--- src/rtl/srf_writeback_arbiter_pkg.sv ---
// Shared constants for the scalar register file writeback path.
package srf_writeback_arbiter_pkg;

  // Register file geometry, shared with the scalar register file itself
  localparam int SRF_BIT_NUMBER      = 32;
  localparam int SRF_ADDR_NUMBER     = 5;
  localparam int SRF_REGISTER_NUMBER = 16;

  // Default number of writeback sources
  localparam int SRF_NUM_REQ = 3;

  // Requester slot assignment on the writeback port
  localparam int REQ_ALU  = 0;
  localparam int REQ_LOAD = 1;
  localparam int REQ_VMOV = 2;

endpackage

--- src/rtl/srf_writeback_arbiter_rr_arbiter.sv ---
// Round-robin arbiter with an internal priority pointer.
// The pointer moves to the slot after the winner; it holds when nobody wins.
module rr_arbiter #(
  parameter int N = 3
) (
  input  logic         clk,
  input  logic         reset,
  input  logic [N-1:0] req,
  output logic [N-1:0] grant
);

  localparam int PW = (N > 1) ? $clog2(N) : 1;

  logic [PW-1:0] ptr;
  logic [PW-1:0] ptr_next;
  logic          found;
  int            idx;

  // Search from the pointer, wrapping modulo N; first requester found wins
  always_comb begin
    grant    = '0;
    ptr_next = ptr;
    found    = 1'b0;
    idx      = 0;
    if (!reset) begin
      for (int k = 0; k < N; k++) begin
        idx = int'(ptr) + k;
        if (idx >= N) idx = idx - N;
        if (!found && req[idx]) begin
          found      = 1'b1;
          grant[idx] = 1'b1;
          ptr_next   = (idx == N - 1) ? '0 : PW'(idx + 1);
        end
      end
    end
  end

  // Priority pointer register
  always_ff @(posedge clk) begin
    if (reset) ptr <= '0;
    else       ptr <= ptr_next;
  end

endmodule

--- src/rtl/srf_writeback_arbiter.sv ---
// Writeback arbiter for the scalar register file: round-robin share of the
// single write port, registered output stage, and a busy scoreboard.
module srf_writeback_arbiter
  import srf_writeback_arbiter_pkg::*;
#(
  parameter int BIT_NUMBER      = SRF_BIT_NUMBER,
  parameter int ADDR_NUMBER     = SRF_ADDR_NUMBER,
  parameter int REGISTER_NUMBER = SRF_REGISTER_NUMBER,
  parameter int NUM_REQ         = SRF_NUM_REQ
) (
  input  logic                            clk,
  input  logic                            reset,
  input  logic [NUM_REQ-1:0]              req_valid,
  input  logic [NUM_REQ*ADDR_NUMBER-1:0]  req_addr,
  input  logic [NUM_REQ*BIT_NUMBER-1:0]   req_data,
  output logic [NUM_REQ-1:0]              req_ready,
  output logic                            rf_write_enable,
  output logic [ADDR_NUMBER-1:0]          rf_dest_addr,
  output logic [BIT_NUMBER-1:0]           rf_write_data,
  input  logic                            reserve_valid,
  input  logic [ADDR_NUMBER-1:0]          reserve_addr,
  output logic                            reserve_ready,
  output logic [REGISTER_NUMBER-1:0]      busy_mask,
  output logic                            err_addr
);

  logic [NUM_REQ-1:0]         grant;
  logic                       any_grant;
  logic [ADDR_NUMBER-1:0]     sel_addr;
  logic [BIT_NUMBER-1:0]      sel_data;
  logic                       write_legal;
  logic                       reserve_legal;
  logic                       reserve_busy;
  logic [REGISTER_NUMBER-1:0] reserve_onehot;
  logic [REGISTER_NUMBER-1:0] clear_mask;
  logic [REGISTER_NUMBER-1:0] set_mask;

  rr_arbiter #(
    .N(NUM_REQ)
  ) u_arb (
    .clk  (clk),
    .reset(reset),
    .req  (req_valid),
    .grant(grant)
  );

  assign req_ready = grant;
  assign any_grant = |grant;

  // Mux the granted requester's address and data onto the write path
  always_comb begin
    sel_addr = '0;
    sel_data = '0;
    for (int i = 0; i < NUM_REQ; i++) begin
      if (grant[i]) begin
        sel_addr = req_addr[i*ADDR_NUMBER +: ADDR_NUMBER];
        sel_data = req_data[i*BIT_NUMBER +: BIT_NUMBER];
      end
    end
  end

  // Legality and scoreboard masks; out-of-range shifts yield an empty mask
  always_comb begin
    write_legal    = 32'(sel_addr) < 32'(REGISTER_NUMBER);
    reserve_legal  = 32'(reserve_addr) < 32'(REGISTER_NUMBER);
    reserve_onehot = REGISTER_NUMBER'(1) << reserve_addr;
    reserve_busy   = |(busy_mask & reserve_onehot);
    reserve_ready  = !reset && reserve_valid && reserve_legal && !reserve_busy;
    set_mask       = reserve_ready ? reserve_onehot : '0;
    clear_mask     = rf_write_enable ? (REGISTER_NUMBER'(1) << rf_dest_addr) : '0;
  end

  // Output stage: a legal grant becomes next cycle's write, otherwise addr/data hold
  always_ff @(posedge clk) begin
    if (reset) begin
      rf_write_enable <= 1'b0;
      rf_dest_addr    <= '0;
      rf_write_data   <= '0;
      err_addr        <= 1'b0;
    end else begin
      rf_write_enable <= any_grant && write_legal;
      if (any_grant && write_legal) begin
        rf_dest_addr  <= sel_addr;
        rf_write_data <= sel_data;
      end
      err_addr <= (any_grant && !write_legal) || (reserve_valid && !reserve_legal);
    end
  end

  // Scoreboard: the outgoing write releases its register, an accepted reservation sets one
  always_ff @(posedge clk) begin
    if (reset) busy_mask <= '0;
    else       busy_mask <= (busy_mask & ~clear_mask) | set_mask;
  end

endmodule

--- config.mk ---
export PLATFORM = sky130hd
export DESIGN_NAME = srf_writeback_arbiter
export DESIGN_NICKNAME = d
export VERILOG_FILES = /design/src/rtl/srf_writeback_arbiter_pkg.sv /design/src/rtl/srf_writeback_arbiter_rr_arbiter.sv /design/src/rtl/srf_writeback_arbiter.sv
export SDC_FILE = /design/constraint.sdc
export NUM_CORES = 1
export LEC_CHECK = 0
export ABC_CLOCK_PERIOD_IN_PS = 3300
export CORE_UTILIZATION = 39
export CTS_CLUSTER_DIAMETER = 60
export DETAILED_ROUTE_END_ITERATION = 16
export GPL_TIMING_DRIVEN = 0
export HOLD_SLACK_MARGIN = 0.08
export PLACE_DENSITY = 0.86
export SLEW_MARGIN = 25
export SYNTH_ARGS = -nofsm -noshare
export SYNTH_HDL_FRONTEND = slang
export SYNTH_SLANG_ARGS = --single-unit
--- constraint.sdc ---
create_clock -name clk -period 3.3 [get_ports clk]
set_input_delay 0.495 -clock clk [delete_from_list [all_inputs] [get_ports clk]]
set_output_delay 0.495 -clock clk [all_outputs]
set_load 0.01 [all_outputs]
==> qor.yml <==
wl_um: 12100
die_area_mm2: 0.00853
hold_class: "flop to flop"
worstRegToRegCells: 12
synth_top_area_share_pct: 35.8
yosys_warnings: 0
drc: 0
ys_seq_area_share_pct: 35.8
crit_buf_inv: 6
place_hpwl_um: 9150
clock_sinks: 57
synth_cells: 389
path_depth: 11
crit_fanout: 10
core_area_mm2: 0.00781
synth_area_leaders: "dfxtp_1, a221o_1, a21oi_1"
postCtsHoldBufs: 0
grt_overflow: 0
via_per_inst: 5.75
finalPower_w: 0.00443
min_to: "rf_write_data[27]"
synth_async_sr_flop_share_pct: 0
outcome: "completed"
grt_max_degree: 13
p_leak_nw: 1.98
cts-buffers-inserted: 9
io_pins: 181
wl_per_cell_um: 17.6
diodes: 0
htree_num_levels: 3
tightestPinTransition_ps: 715
rsz0062_at_grt: "false"
worstPathArrival_ps: 2700
ant_nets: 0
die_y_um: 92.4
dr.pass1.iters: 5
cts_tree: "done"
start_kind: "flop"
num_rows: 32
fmax_mhz: 313
p_per_area_mw_per_mm2: 814
antenna_found_initial: 0
slew_headroom_pct: 51.7
initial_core_util_pct: 40.8
synth.most_common_cell: "nand2_1"
yosysUniqueCellTypes: 56
cpMaxStageDelayCell: "dfxtp_2"
grtUsageTotal_pct: 28.7
fin_util_pct: 69.7
cp_top_family: "buffers and inverters"
path_clk_slew_ps: 70
r2r_start: "u_arb.ptr[0]"
synth_edf_count: 0
drt_iter0_drc: 180
crit_path_end_kind: "output port"
die_w_um: 92.4
dr_total_vias: 3961
syn_area_per_cell_um2: 8.19
rrSetupSlack_ps: 200
nets: 708
skew_ps: 12.4
syn_nets: 515
grt_pass1_vias: 3914
synth_commonest_cells: "nand2_1, dfxtp_1, a21oi_1, nand3_1, a221o_1"
max_stage_delay_ps: 350
worst_ep_required_time_ps: 2800
vdd.ir_drop.worst_v: 0.000582
layout-drive-gt1-share_pct: 9.20
hold_violations: 0
r2r-end: "rf_write_data[21]"
worstPathCellList: "inv_1, ha_1, buf_6, inv_2, and4_1, o2111a_1, nor2_2, clkbuf_8, clkbuf_4, nor2_1, dlygate4sd2_1"
holdPathStages: 1
cts-root-buf: "clkbuf_8"
min_from: "rf_write_data[27]"
ctsLongestPathBuffers: 2
setup_violations: 0
syn_to_final_growth_pct: 71.0
fillers: 648
place.gp.congestion: 0.919
period_minus_slack_ps: 3190
grt_first_pass_wirelength_um: 19500
fin_crit_sh_pct: 96.7
synth_ff_type: "dfxtp_1"
maxCapViolCount: 0
critical_path_class: "flop to output port"
ys_seq_elements: 57
netlist_area_mm2: 0.00318
io_buffers: 178
clk_latency_ps: 350
yosys.area.top_type: "dfxtp_1"
finalMaxSlewViolations: 0
[sequential cells by signal, summed over array words and instances (netlist names)]
signal           flops
rf_write_enable      1
rf_write_data       32
busy_mask           16
rf_dest_addr         5
err_addr             1
u_arb.ptr            2
[report_power, final]
part           switching [W]  internal (W)  leakage [nW]  total [W]
combinational        0.00135       0.00118          1.39    0.00253
clock               0.000324      0.000509         0.124   0.000833
sequential          0.000165      0.000910         0.464    0.00107
total                0.00184       0.00259          1.98    0.00443
[routing by layer]
layer	share of wire [%]	GRT usage, %	up-vias	routed length [µm]
met5	0	0	-	0
li1	-	-	1857	-
met3	8.1	7.80	28	979
met1	39	32.9	1876	4750
met4	2.2	8.98	0	272
met2	51	51.3	200	6140
[through the flow]
step                std cells  instance area (µm²)  setup WS, ps  hold slack [ps]  setup TNS [ps]
floorplan                 389                 3180           440              511               0
CTS                       685                 5370          27.7              491               0
finish                    689                 5450           108              486               0
detailed placement        669                 5090          -504              472           -4170
global placement          669                 5090          -495              470           -2150
global route              689                 5450          5.05              510               0
[timing repair]
| action | 4_1_cts | 5_1_grt |
|---|---|---|
| gates cloned | 0 | 0 |
| pin swaps | 1 | 4 |
| gates resized for setup | 10 | 10 |
| setup buffers | 0 | 4 |
| hold endpoints to repair | 0 | 0 |
| setup endpoints to repair | 3 | 32 |
[logic make-up after synthesis]
logic type | Yosys count | synth area share, %
AND/OR/NAND/NOR | 155 | 24.0
adder cells (fa/ha/maj) | 4 | 1.57
multiplexers | 6 | 2.51
AO/OA/AOI/OAI | 123 | 29.5
flip-flops | 57 | 35.8
buffers and inverters | 44 | 6.60
[layout make-up]
cell class / instances / area (µm²) / area share, %
Timing Repair Buffer: 182 / 1810 / 33.3
Inverter: 11 / 41.3 / 0.758
Buffer: 33 / 184 / 3.38
Clock inverter: 7 / 125 / 2.30
Sequential cell: 57 / 1140 / 21.0
Multi-Input combinational cell: 288 / 1890 / 34.7
Tap cell: 102 / 128 / 2.34
Clock buffer: 9 / 124 / 2.27
[how the worst max path moves through the flow]
stage | start | endpoint | slack [ps]
5_1_grt | u_arb.ptr[0] | req_ready[1] | 5
4_1_cts | u_arb.ptr[1] | req_ready[0] | 30
3_3_place_gp | req_valid[2] | req_ready[1] | -490
3_5_place_dp | req_valid[0] | req_ready[1] | -500
2_1_floorplan | u_arb.ptr[0] | rf_write_data[0] | 440
6_report | u_arb.ptr[0] | req_ready[1] | 110
[cells in the final DEF, fill, tap and decap left out, types with 8 or more instances in the layout]
cell type	n
a21oi_1	47
a221o_1	36
a32o_1	10
clkbuf_1	17
clkbuf_8	10
clkdlybuf4s50_1	175
dfxtp_1	56
inv_1	8
nand2_1	59
nand3_1	44
nor2_1	11
nor2b_1	8
Note: power is estimated with default switching activity, not from simulation.
